--- config.mk ---
export PLATFORM = sky130hd
export DESIGN_NAME = div_32_flat
export DESIGN_NICKNAME = d
export VERILOG_FILES = /design/src/rtl/muldiv_pkg.sv /design/src/rtl/div_32_if.sv /design/src/rtl/div_32_step.sv /design/src/rtl/div_32.sv /design/src/flat_wrapper.sv
export SDC_FILE = /design/constraint.sdc
export NUM_CORES = 1
export LEC_CHECK = 0
export CORE_ASPECT_RATIO = 1.2
export CORE_UTILIZATION = 55
export CTS_BUF_LIST = sky130_fd_sc_hd__clkbuf_8 sky130_fd_sc_hd__clkbuf_16
export DETAILED_ROUTE_END_ITERATION = 8
export MAX_ROUTING_LAYER = met4
export PLACE_DENSITY = 0.74
export SETUP_SLACK_MARGIN = 0.4
export SKIP_LAST_GASP = 1
export SLEW_MARGIN = 15
export SYNTH_ARGS = -nofsm -noshare
export SYNTH_HDL_FRONTEND = slang
export SYNTH_SLANG_ARGS = --single-unit
--- constraint.sdc ---
create_clock -name clock -period 13 [get_ports clock]
set_clock_uncertainty 0.15 [all_clocks]
set_input_delay 1.3 -clock clock [delete_from_list [all_inputs] [get_ports clock]]
set_output_delay 1.3 -clock clock [all_outputs]
set_load 0.01 [all_outputs]
--- src/rtl/muldiv_pkg.sv ---
`default_nettype none
// ============================================================================
// Module   : muldiv_pkg
// Purpose  : Shared types, constants and helpers for the multiply/divide unit.
// Revision : 1.0  initial release
// ============================================================================
package muldiv_pkg;

    localparam int               WIDTH   = 32;
    localparam logic [WIDTH-1:0] INT_MIN = 32'h8000_0000;
    localparam int               CNT_W   = 6;

    typedef enum logic [1:0] {
        IDLE = 2'd0,
        RUN  = 2'd1,
        DONE = 2'd2
    } state_t;

    function automatic logic [WIDTH-1:0] neg(input logic [WIDTH-1:0] v);
        return '0 - v;
    endfunction

    // |INT_MIN| wraps back to 0x80000000, which the unsigned datapath reads as 2^31.
    function automatic logic [WIDTH-1:0] abs_val(input logic [WIDTH-1:0] v);
        return v[WIDTH-1] ? neg(v) : v;
    endfunction

endpackage
`default_nettype wire

--- src/rtl/div_32_if.sv ---
`default_nettype none
// ============================================================================
// Module   : div_32_if
// Purpose  : Operand, result and handshake bundle between divider and its user.
// Revision : 1.0  initial release
// ============================================================================
interface div_32_if;
    import muldiv_pkg::*;

    logic             ctrl_div;
    logic [WIDTH-1:0] data_operandA;
    logic [WIDTH-1:0] data_operandB;
    logic [WIDTH-1:0] data_result;
    logic [WIDTH-1:0] data_remainder;
    logic             data_exception;
    logic             data_resultRDY;
    logic             busy;

    modport master (
        output ctrl_div, data_operandA, data_operandB,
        input  data_result, data_remainder, data_exception, data_resultRDY, busy
    );

    modport slave (
        input  ctrl_div, data_operandA, data_operandB,
        output data_result, data_remainder, data_exception, data_resultRDY, busy
    );

endinterface
`default_nettype wire

--- src/rtl/div_32_step.sv ---
`default_nettype none
// ============================================================================
// Module   : div_step
// Purpose  : One restoring-division step: trial subtract and quotient-bit select.
// Revision : 1.0  initial release
// ============================================================================
module div_step
    import muldiv_pkg::*;
(
    input  wire logic [WIDTH-1:0] rem_next,
    input  wire logic [WIDTH-1:0] abs_b,
    output logic      [WIDTH-1:0] rem_out,
    output logic                  q_bit
);

    logic [WIDTH:0] w_trial;

    assign w_trial = {1'b0, rem_next} - {1'b0, abs_b};
    assign q_bit   = ~w_trial[WIDTH];
    assign rem_out = q_bit ? w_trial[WIDTH-1:0] : rem_next;

endmodule
`default_nettype wire

--- src/rtl/div_32.sv ---
`default_nettype none
// ============================================================================
// Module   : div_32
// Purpose  : Sequential 32-bit signed restoring divider, one quotient bit/cycle.
// Revision : 1.0  initial release
// ============================================================================
module div_32
    import muldiv_pkg::*;
(
    input  wire logic clock,
    input  wire logic reset_n,
    div_32_if.slave   bus
);

    state_t               r_state;
    state_t               w_state_nxt;
    logic [CNT_W-1:0]     r_cnt;
    logic [WIDTH-2:0]     r_rem;
    logic [WIDTH-1:0]     r_dq;
    logic [WIDTH-1:0]     r_absb;
    logic                 r_nega;
    logic                 r_negq;
    logic [WIDTH-1:0]     r_result;
    logic [WIDTH-1:0]     r_remainder;
    logic                 r_exception;
    logic                 r_rdy;

    logic                 w_load;
    logic                 w_fin_err;
    logic                 w_fin_ok;
    logic                 w_div0;
    logic                 w_ovf;
    logic                 w_err;
    logic                 w_last;
    logic [WIDTH-1:0]     w_abs_a;
    logic [WIDTH-1:0]     w_abs_b;
    logic [WIDTH-1:0]     w_rem_next;
    logic [WIDTH-1:0]     w_rem_out;
    logic                 w_qbit;
    logic [WIDTH-1:0]     w_q_final;
    logic [WIDTH-1:0]     w_quot;
    logic [WIDTH-1:0]     w_remd;

    assign w_abs_a = abs_val(bus.data_operandA);
    assign w_abs_b = abs_val(bus.data_operandB);
    assign w_div0  = (bus.data_operandB == '0);
    assign w_ovf   = (bus.data_operandA == INT_MIN) && (bus.data_operandB == '1);
    assign w_err   = w_div0 | w_ovf;

    // The dividend and quotient share one shift register: dividend bits leave
    // at the top while quotient bits enter at the bottom.
    assign w_rem_next = {r_rem, r_dq[WIDTH-1]};

    div_step u_step (
        .rem_next (w_rem_next),
        .abs_b    (r_absb),
        .rem_out  (w_rem_out),
        .q_bit    (w_qbit)
    );

    assign w_last    = (r_cnt == CNT_W'(WIDTH - 1));
    assign w_q_final = {r_dq[WIDTH-2:0], w_qbit};
    assign w_quot    = r_negq ? neg(w_q_final) : w_q_final;
    assign w_remd    = r_nega ? neg(w_rem_out) : w_rem_out;

    always_ff @(posedge clock or negedge reset_n) begin
        if (!reset_n) begin
            r_state <= IDLE;
        end else begin
            r_state <= w_state_nxt;
        end
    end

    // A start request restarts the datapath from any state, dropping an op in flight.
    always_comb begin
        w_state_nxt = r_state;
        w_load      = 1'b0;
        w_fin_err   = 1'b0;
        w_fin_ok    = 1'b0;
        if (bus.ctrl_div) begin
            w_load      = 1'b1;
            w_fin_err   = w_err;
            w_state_nxt = w_err ? DONE : RUN;
        end else begin
            case (r_state)
                RUN: begin
                    if (w_last) begin
                        w_state_nxt = DONE;
                        w_fin_ok    = 1'b1;
                    end
                end
                DONE:    w_state_nxt = IDLE;
                default: w_state_nxt = r_state;
            endcase
        end
    end

    always_ff @(posedge clock or negedge reset_n) begin
        if (!reset_n) begin
            r_cnt       <= '0;
            r_rem       <= '0;
            r_dq        <= '0;
            r_absb      <= '0;
            r_nega      <= 1'b0;
            r_negq      <= 1'b0;
            r_result    <= '0;
            r_remainder <= '0;
            r_exception <= 1'b0;
            r_rdy       <= 1'b0;
        end else begin
            r_rdy <= w_fin_err | w_fin_ok;

            if (w_load) begin
                r_cnt  <= '0;
                r_rem  <= '0;
                r_dq   <= w_abs_a;
                r_absb <= w_abs_b;
                r_nega <= bus.data_operandA[WIDTH-1];
                r_negq <= bus.data_operandA[WIDTH-1] ^ bus.data_operandB[WIDTH-1];
            end else if (r_state == RUN) begin
                r_cnt <= r_cnt + CNT_W'(1);
                // Partial remainder stays below |B| <= 2^31, so its MSB is always zero.
                r_rem <= w_rem_out[WIDTH-2:0];
                r_dq  <= {r_dq[WIDTH-2:0], w_qbit};
            end

            if (w_fin_err) begin
                r_result    <= w_div0 ? '0 : INT_MIN;
                r_remainder <= '0;
                r_exception <= 1'b1;
            end else if (w_fin_ok) begin
                r_result    <= w_quot;
                r_remainder <= w_remd;
                r_exception <= 1'b0;
            end
        end
    end

    assign bus.data_result    = r_result;
    assign bus.data_remainder = r_remainder;
    assign bus.data_exception = r_exception;
    assign bus.data_resultRDY = r_rdy;
    assign bus.busy           = (r_state != IDLE);

endmodule
`default_nettype wire
--- src/flat_wrapper.sv ---
// flat-port wrapper written by rule: the top's interface ports become plain ports
module div_32_flat import muldiv_pkg::*;
  (clock, reset_n, bus_ctrl_div, bus_data_operandA, bus_data_operandB, bus_data_result, bus_data_remainder, bus_data_exception, bus_data_resultRDY, bus_busy);
  div_32_if bus_i ();
  input  wire logic clock;
  input  wire logic reset_n;
  input wire logic [$bits(bus_i.ctrl_div)-1:0] bus_ctrl_div;
  input wire logic [$bits(bus_i.data_operandA)-1:0] bus_data_operandA;
  input wire logic [$bits(bus_i.data_operandB)-1:0] bus_data_operandB;
  output wire logic [$bits(bus_i.data_result)-1:0] bus_data_result;
  output wire logic [$bits(bus_i.data_remainder)-1:0] bus_data_remainder;
  output wire logic [$bits(bus_i.data_exception)-1:0] bus_data_exception;
  output wire logic [$bits(bus_i.data_resultRDY)-1:0] bus_data_resultRDY;
  output wire logic [$bits(bus_i.busy)-1:0] bus_busy;
  assign bus_i.ctrl_div = bus_ctrl_div;
  assign bus_i.data_operandA = bus_data_operandA;
  assign bus_i.data_operandB = bus_data_operandB;
  assign bus_data_result = bus_i.data_result;
  assign bus_data_remainder = bus_i.data_remainder;
  assign bus_data_exception = bus_i.data_exception;
  assign bus_data_resultRDY = bus_i.data_resultRDY;
  assign bus_busy = bus_i.busy;
  div_32 u_core (.clock(clock), .reset_n(reset_n), .bus(bus_i));
endmodule
; After elaboration in Yosys (flattened, before gate mapping)
; Index checks and enable logic that the tools add are counted.
; Widths: inputs -> output; s select.
[word_totals]
ff_bits = 171
in_bits = 67
out_inout_bits = 67
word_cells = 61
[op_classes]
addsub = 6
eq_ne = 6
muxes = 27
bitwise = 4
n_reduce_logical = 7
[ops]
columns = operator, count
row1 = $mux 32, 12
row2 = $sub 1x32->32 const A, 4
row3 = $eq 32x32->1 const B, 2
row4 = $mux 31, 2
row5 = $sub 32x32->33, 1
row6 = $logic_not 32->1, 1
row7 = $mux 6, 2
row8 = $mux 1, 7
row9 = $add 6x1->6 const B, 1
row10 = $eq 6x5->1 const B, 1
row11 = $mux 2, 3
row12 = $reduce_bool 2->1, 3
row13 = $pmux 2 s2, 1
row14 = $ne 3x2->1 const B, 1
row15 = $reduce_bool 3->1, 1
row16 = $eq 2x1->1 const B, 1
row17 = $eq 2x2->1 const B, 1
row18 = $or 1x1->1, 2
row19 = $reduce_and 2->1, 1
row20 = $logic_and 1x1->1, 1
row21 = $not 1->1, 1
row22 = $xor 1x1->1, 1

; Logic depth before layout (Yosys ltp)
; Gate-level depths: netlist of the first run.
[logic_depth]
word_depth = 6
ltp_mapped = 26

; By module
; From an unflattened synthesis of the first run, not the netlist that was laid out.
[unflattened]
hier_cells = 1392
area_unflattened_um2 = 11553.6
[modules_own_cells]
columns = mod, n_inst, cells_each, area_each_um2, seq_area_each_um2
row1 = div_32, 1, 1036, 9331.4, 4279.1
row2 = div_step, 1, 356, 2222.1, 0.0

; Least setup slack after synthesis of the first run
; No wires, ideal clock.
[synth_timing]
path_type = register -> register
start = register u_core.r_dq[31]
end = register u_core.r_remainder[28] (netlist: u_core.bus.data_remainder[28])
arrival_time_ns = 5.273
t_required_ns = 12.722
setup_slack_ns = 7.448
stages_incl_launch_ff = 27
period_less_slack_ns = 5.552
path_cell_list = dfrtp_1 > inv_1 > ha_1 > fa_1 > and2b_1 > o311ai_2 > a21bo_1 > a211oi_2 > or2_1 > buf_6 > buf_4 > buf_2 > buf_2 > buf_2 > nand2_1 > o21ai_0 > ha_1 > nand2_1 > or3_1 > or4_1 > nor3_1 > a31oi_1 > a211o_1 > nand4b_4 > o41ai_4 > xnor2_1 > o21ai_2
[synth_between]
elab_chain_len = 6
[synth_lines]
columns = item, line
row1 = start: declaration, div_32.sv:19  ; logic [WIDTH-1:0] r_dq;
row2 = start signal: assignment, div_32.sv:116  ; r_dq <= w_abs_a;
row3 = start signal: assignment, div_32.sv:124  ; r_dq <= {r_dq[WIDTH-2:0], w_qbit};
row4 = $sub 32x32->33, div_32_step.sv:18  ; assign w_trial = {1'b0, rem_next} - {1'b0, abs_b};
row5 = $mux 32 (*), div_32_step.sv:20  ; assign rem_out = q_bit ? w_trial[WIDTH-1:0] : rem_next;
row6 = $sub 1x32->32, muldiv_pkg.sv:20  ; return '0 - v;
row7 = $mux 32 (*), div_32.sv:64  ; assign w_remd = r_nega ? neg(w_rem_out) : w_rem_out;
row8 = $mux 32 (*), div_32.sv:131  ; end else if (w_fin_ok) begin
row9 = $mux 32 (*), div_32.sv:127  ; if (w_fin_err) begin
row10 = end signal: assignment, div_32.sv:133  ; r_remainder <= w_remd;
row11 = end: declaration, div_32.sv:24  ; logic [WIDTH-1:0] r_remainder;
; Every way passes the cells marked *; elsewhere a longest branch is shown, timed or not. The select of a mux whose other input is x is not followed.
; A chain may end at the register's enable or synchronous reset.

; Worst setup path in the final report of the first run
; Ends and elaborated chain as after synthesis.

==> results_dict.tcl, run 1 <==
set metrics [dict create \
    outcome "finished clean" \
    totalWireLength_um 35500 \
    place_hpwl_um 26700 \
    ys.flop_type "dfrtp_1" \
    final_common_cell "dfrtp_1" \
    cp_data_arrival_time_ns 5.91 \
    relSlewSlack_pct 22.5 \
    holdPathStages 2 \
    die-height_um 165 \
    clock_path_buffers 2 \
    min_to "u_core.bus.data_exception" \
    r2r-start "u_core.r_dq[31]" \
    vias 11132 \
    setup_viol 0 \
    cts-root-buf "clkbuf_16" \
    cts_sinks 171 \
    critPathKind "flop to flop" \
    tightest_slew_ns 1.15 \
    hold_violations 0 \
    hp-class "flop to flop" \
    antenna_cells 0 \
    whs_ns 0.328 \
    synth_nets 1566 \
    cts_tree "done" \
    start_kind "flop" \
    fin_crit_ns 5.76 \
    ys_seq_area_share_pct 35.1 \
    cts_resized 0 \
    most-common-layout-cells "171 x dfrtp_1, 153 x nand2_1, 146 x o21ai_0" \
    ioPinCount 134 \
    worstPathRequired_ns 13.15 \
    setup.worst_path.end_class "flop" \
    core_um2 21700 \
    drc_errors 0 \
    synth_seq_cells 171 \
    r2r.worst_path.cells 21 \
    grt_pass1_vias 10515 \
    cp_max_fo 46 \
    rrSetupSlack_ns 7.24 \
    met3_usage_pct 4.18 \
    grt_max_degree 109 \
    cts_buffers 17 \
    place_area_um2 13600 \
    die_w_um 138 \
    fin_util_pct 65.6 \
    nets 1646 \
    avgRoutedWirePerCell_um 19.4 \
    ctsHoldBuffers 0 \
    p_total_mw 1.45 \
    yosysUniqueCellTypes 82 \
    synth-edff-count 0 \
    gp_congestion 0.959 \
    cts_setup_buffers 0 \
    fin_setup_tns_ns 0 \
    ant_nets 0 \
    area_growth_pct 16.7 \
    finalMaxSlewViolations 0 \
    grt_pass1_wl_um 55800 \
    ir_drop_v 0.000113 \
    p_leak_nw 6.23 \
    clk_pin_slew_ns 0.08 \
    yosys_warnings 0 \
    first_iter_violations 858 \
    first_pass_iters 5 \
    h-tree-depth 4 \
    grt_overflow_total 0 \
    top_usage_layer "met2" \
    power_density_nw_per_um2 102 \
    met2_usage_pct 56.6 \
    initial_core_util_pct 56.2 \
    netlist_instances 1460 \
    cap_viol_max_count 0 \
    final_area_um2 14200 \
    final_cell_count_no_fill 1827 \
    async_flop_share_pct 100 \
    antenna_found_initial 0 \
    clk_latency_ns 0.43 \
    drive_gt1_share_pct 5.34 \
    rsz0062_at_grt "no" \
    fin_ws_ns 7.24 \
    use_met1_pct 38.0 \
    place_ws_ns 7.34 \
    netlist_area_um2 12200 \
    period_share_pct 44.3 \
    track_usage_pct 32.9 \
    max_clock_freq_mhz 174 \
    port_buffers 133 \
    fp-row-count 59 \
    dieArea_um2 22800 \
    r2r_end "u_core.bus.data_remainder[28]" \
    placed_cells 1795 \
    hold_start "u_core.bus.data_exception" \
    syn_avg_cell_area_um2 8.36 \
    drt-vias-per-instance 6.09 \
]
-- registers in the layout, summed over array words and instances, names as in the netlist --
signal / count
u_core.bus.data_resultRDY: 1
u_core.r_cnt: 6
u_core.r_absb: 32
u_core.r_state: 2
u_core.bus.data_exception: 1
u_core.r_dq: 32
u_core.bus.data_result: 32
u_core.r_nega: 1
u_core.r_negq: 1
u_core.r_rem: 31
u_core.bus.data_remainder: 32
-- synth_stat cells, types with 27 or more instances --
cell type / count / area (um^2)
clkbuf_1: 57 / 214
ha_1: 38 / 475
nand3_1: 50 / 250
nor3_1: 28 / 140
dfrtp_1: 171 / 4280
inv_1: 52 / 195
a21oi_1: 91 / 455
nand2_1: 153 / 574
mux2i_1: 50 / 500
xnor2_1: 74 / 648
nor2_1: 123 / 462
o21ai_0: 146 / 731
or3_1: 27 / 169
xor2_1: 67 / 587
a211oi_1: 33 / 248
-- metal layers --
metal	vias up	wire, um	share of wire (%)
met5	-	0	0
met4	0	1540	4.3
met3	81	1190	3.4
met2	298	18400	52
met1	5342	14400	41
li1	5411	-	-
-- report_power, final --
part           switching [mW]  internal, mW
Combinational           0.184         0.138
Sequential             0.0377         0.568
Clock                   0.261         0.263
-- logic make-up after synthesis --
family | synth area share (%)
simple gates | 20.2
buf+inv | 4.45
mux | 4.56
fa+ha+maj | 4.06
xor+xnor | 10.1
compound gates | 21.6
flops | 35.1
-- how the worst max path moves through the flow --
stage	startpoint	slack [ns]	to	depth (start not counted)
2_1_floorplan	u_core.r_dq[31]	7.45	u_core.bus.data_remainder[28]	26
3_3_place_gp	bus_data_operandA[6]	7.53	u_core.bus.data_result[13]	10
3_5_place_dp	u_core.r_dq[31]	7.34	u_core.bus.data_remainder[28]	21
4_1_cts	u_core.r_dq[31]	7.33	u_core.bus.data_remainder[28]	21
5_1_grt	u_core.r_dq[31]	6.86	u_core.bus.data_remainder[28]	21
6_report	u_core.r_dq[31]	7.24	u_core.bus.data_remainder[28]	21
-- worst max-delay path, stage by stage (launching register included) --
cell and delay [ns]:
dfrtp_1 0.40, inv_1 0.10, ha_1 0.23, fa_1 0.25
and2b_1 0.24, o311ai_2 0.31, a21bo_1 0.23, a211oi_2 0.12
or2_2 0.37, buf_4 0.32, o21ai_0 0.36, ha_1 0.24
nand2_1 0.07, or3_1 0.33, or4_1 0.44, nor3_1 0.18
a31oi_1 0.12, a211o_1 0.43, nand4b_4 0.22, o41ai_4 0.26
xnor2_1 0.17, o21ai_2 0.06
-- area by class of cell --
type                            count  area [um^2]
Tap cell                          274          343
Clock inverter                     15          183
Sequential cell                   171         4280
Clock buffer                       17          425
Fill cell                        1914         7460
Timing Repair Buffer              145         1420
Inverter                           53          199
Multi-Input combinational cell   1152         7400
Power figures use the tool's default switching activity.
==> inputs of run 2 (changes only) <==
==> constraint.sdc (replaced) <==
create_clock -name clock -period 5.42 [get_ports clock]
set_clock_uncertainty 0.15 [all_clocks]
set_input_delay 0.542 -clock clock [delete_from_list [all_inputs] [get_ports clock]]
set_output_delay 0.542 -clock clock [all_outputs]
set_load 0.01 [all_outputs]
==> run 2 against run 1 <==
Compared with the run above: the flow now finishes with violations (hold timing); final cell count is 0.77% higher; fmax is 18% higher; critical path depth did not move; die area did not move; total power grew 140%; hold slack got worse by 0.37 ns; flip-flop and latch count is the same; wire length up 1.5%; global-route usage rose by 0.51 points; first-iteration DRC count increased by 1.4%; combinational power rose to 2.5 times the previous value; sequential share of layout area down 0.48 points; critical path type unchanged; highest routed layer unchanged.
==> results_dict.tcl, run 2 (synthesis results as in run 1) <==
set metrics [dict create \
    cts-root-buf "clkbuf_16" \
    ctsHoldBuffers 0 \
    nets 1660 \
    drt-vias-per-instance 6.10 \
    start_kind "flop" \
    rsz0062_at_grt "yes" \
    setup.worst_path.end_class "flop" \
    track_usage_pct 33.4 \
    avgRoutedWirePerCell_um 19.6 \
    cts_tree "done" \
    cp_max_fo 8 \
    grt_max_degree 107 \
    vias 11223 \
    place_area_um2 13700 \
    antenna_cells 0 \
    first_iter_violations 870 \
    p_leak_nw 6.30 \
    totalWireLength_um 36000 \
    cts_sinks 171 \
    die_w_um 138 \
    core_um2 21700 \
    port_buffers 133 \
    clock_path_buffers 2 \
    fin_crit_ns 4.88 \
    ant_nets 0 \
    power_density_nw_per_um2 242 \
    most-common-layout-cells "170 x dfrtp_1, 151 x nand2_1, 143 x o21ai_0" \
    cts_buffers 17 \
    setup_viol 0 \
    final_area_um2 14500 \
    violations "hold timing" \
    grt_pass1_wl_um 56400 \
    max_clock_freq_mhz 205 \
    period_share_pct 90.0 \
    cap_viol_max_count 0 \
    final_cell_count_no_fill 1841 \
    die-height_um 165 \
    dieArea_um2 22800 \
    gp_congestion 0.965 \
    first_pass_iters 7 \
    ioPinCount 134 \
    hp-class "primary input to asynchronous set/reset pin" \
    worstPathRequired_ns 5.58 \
    initial_core_util_pct 56.2 \
    fp-row-count 59 \
    placed_cells 1802 \
    h-tree-depth 4 \
    drive_gt1_share_pct 7.91 \
    place_hpwl_um 27100 \
    crit_start "u_core.r_dq[31]" \
    area_growth_pct 18.7 \
    r2r-start "u_core.r_dq[31]" \
    clk_latency_ns 0.44 \
    clk_pin_slew_ns 0.08 \
    fin_setup_tns_ns 0 \
    cp_data_arrival_time_ns 5.03 \
    final_common_cell "dfrtp_1" \
    outcome "finished, violations left" \
    fin_util_pct 66.7 \
    tightest_slew_ns 1.07 \
    drc_errors 0 \
    antenna_found_initial 0 \
    hold_violations 15 \
    ir_drop_v 0.000258 \
    relSlewSlack_pct 27.0 \
    grt_pass1_vias 10812 \
    grt_overflow_total 0 \
    critPathKind "flop to flop" \
    whs_ns -0.0399 \
    finalMaxSlewViolations 0 \
]
-- run 2: changes by cell type in the layout (fill, tap and decap cells not counted), sizes merged --
| cell | delta |
|---|---|
| buf | +14 |
-- run 2: cell type report --
cell class	instances	area (um^2)
multi-input combinational	1152	7530
fill	1894	7220
sequential	171	4280
timing repair buffer	159	1540
clock buffer	17	425
tap	274	343
inverter	53	199
clock inverter	15	168
-- run 2: per-stage QoR --
step | setup slack (ns) | power (mW)
2_1_floorplan | 0.303 | 1.95
3_3_place_gp | 0.531 | 2.24
3_5_place_dp | 0.397 | 2.25
4_1_cts | 0.482 | 3.49
5_1_grt | 0.323 | 3.66
6_report | 0.542 | 3.50
-- run 2: final timing paths --
path / slack (ns) / end / depth (start not counted)
max: 0.54 / u_core.bus.data_remainder[28] / 21
min: -0.04 / u_core.r_absb[23] / 1
max reg2reg: 0.54 / u_core.bus.data_remainder[28] / 21
min in group clock: 0.33 / u_core.bus.data_remainder[27] / 2
min reg2reg: 0.33 / u_core.bus.data_remainder[27] / 2
max in group asynchronous: 4.17 / u_core.r_dq[21] / 2
-- run 2: power breakdown --
| part | internal [mW] | switching (mW) |
|---|---|---|
| logic | 0.347 | 0.462 |
| registers | 1.36 | 0.0831 |
| clock network | 0.623 | 0.621 |
-- run 2: layer usage --
layer / up-vias / track usage [%] / share of wire (%)
met5: - / - / 0
met4: 0 / 15.1 / 4.2
met3: 85 / 3.82 / 3.6
met2: 343 / 58.8 / 52
met1: 5362 / 37.9 / 40
li1: 5433 / - / -
-- run 2: repair_timing --
action,4_1_cts,5_1_grt
resized for setup,1,21
setup endpoints to repair,1,6
buffers inserted,0,7
pin swaps,0,5
-- run 2: critical path: stages, from the launching register on --
cell,delay (ns)
dfrtp_1,0.37
inv_2,0.07
ha_4,0.16
fa_2,0.34
and2b_2,0.27
o311ai_4,0.09
a21bo_1,0.24
a211oi_2,0.25
or2_4,0.24
nand2_2,0.08
o21ai_2,0.08
ha_2,0.22
nand2_1,0.07
or3_1,0.33
or4_1,0.45
nor3_2,0.15
a31oi_2,0.09
a211o_1,0.39
nand4b_4,0.21
o41ai_4,0.23
xnor2_1,0.18
o21ai_2,0.07
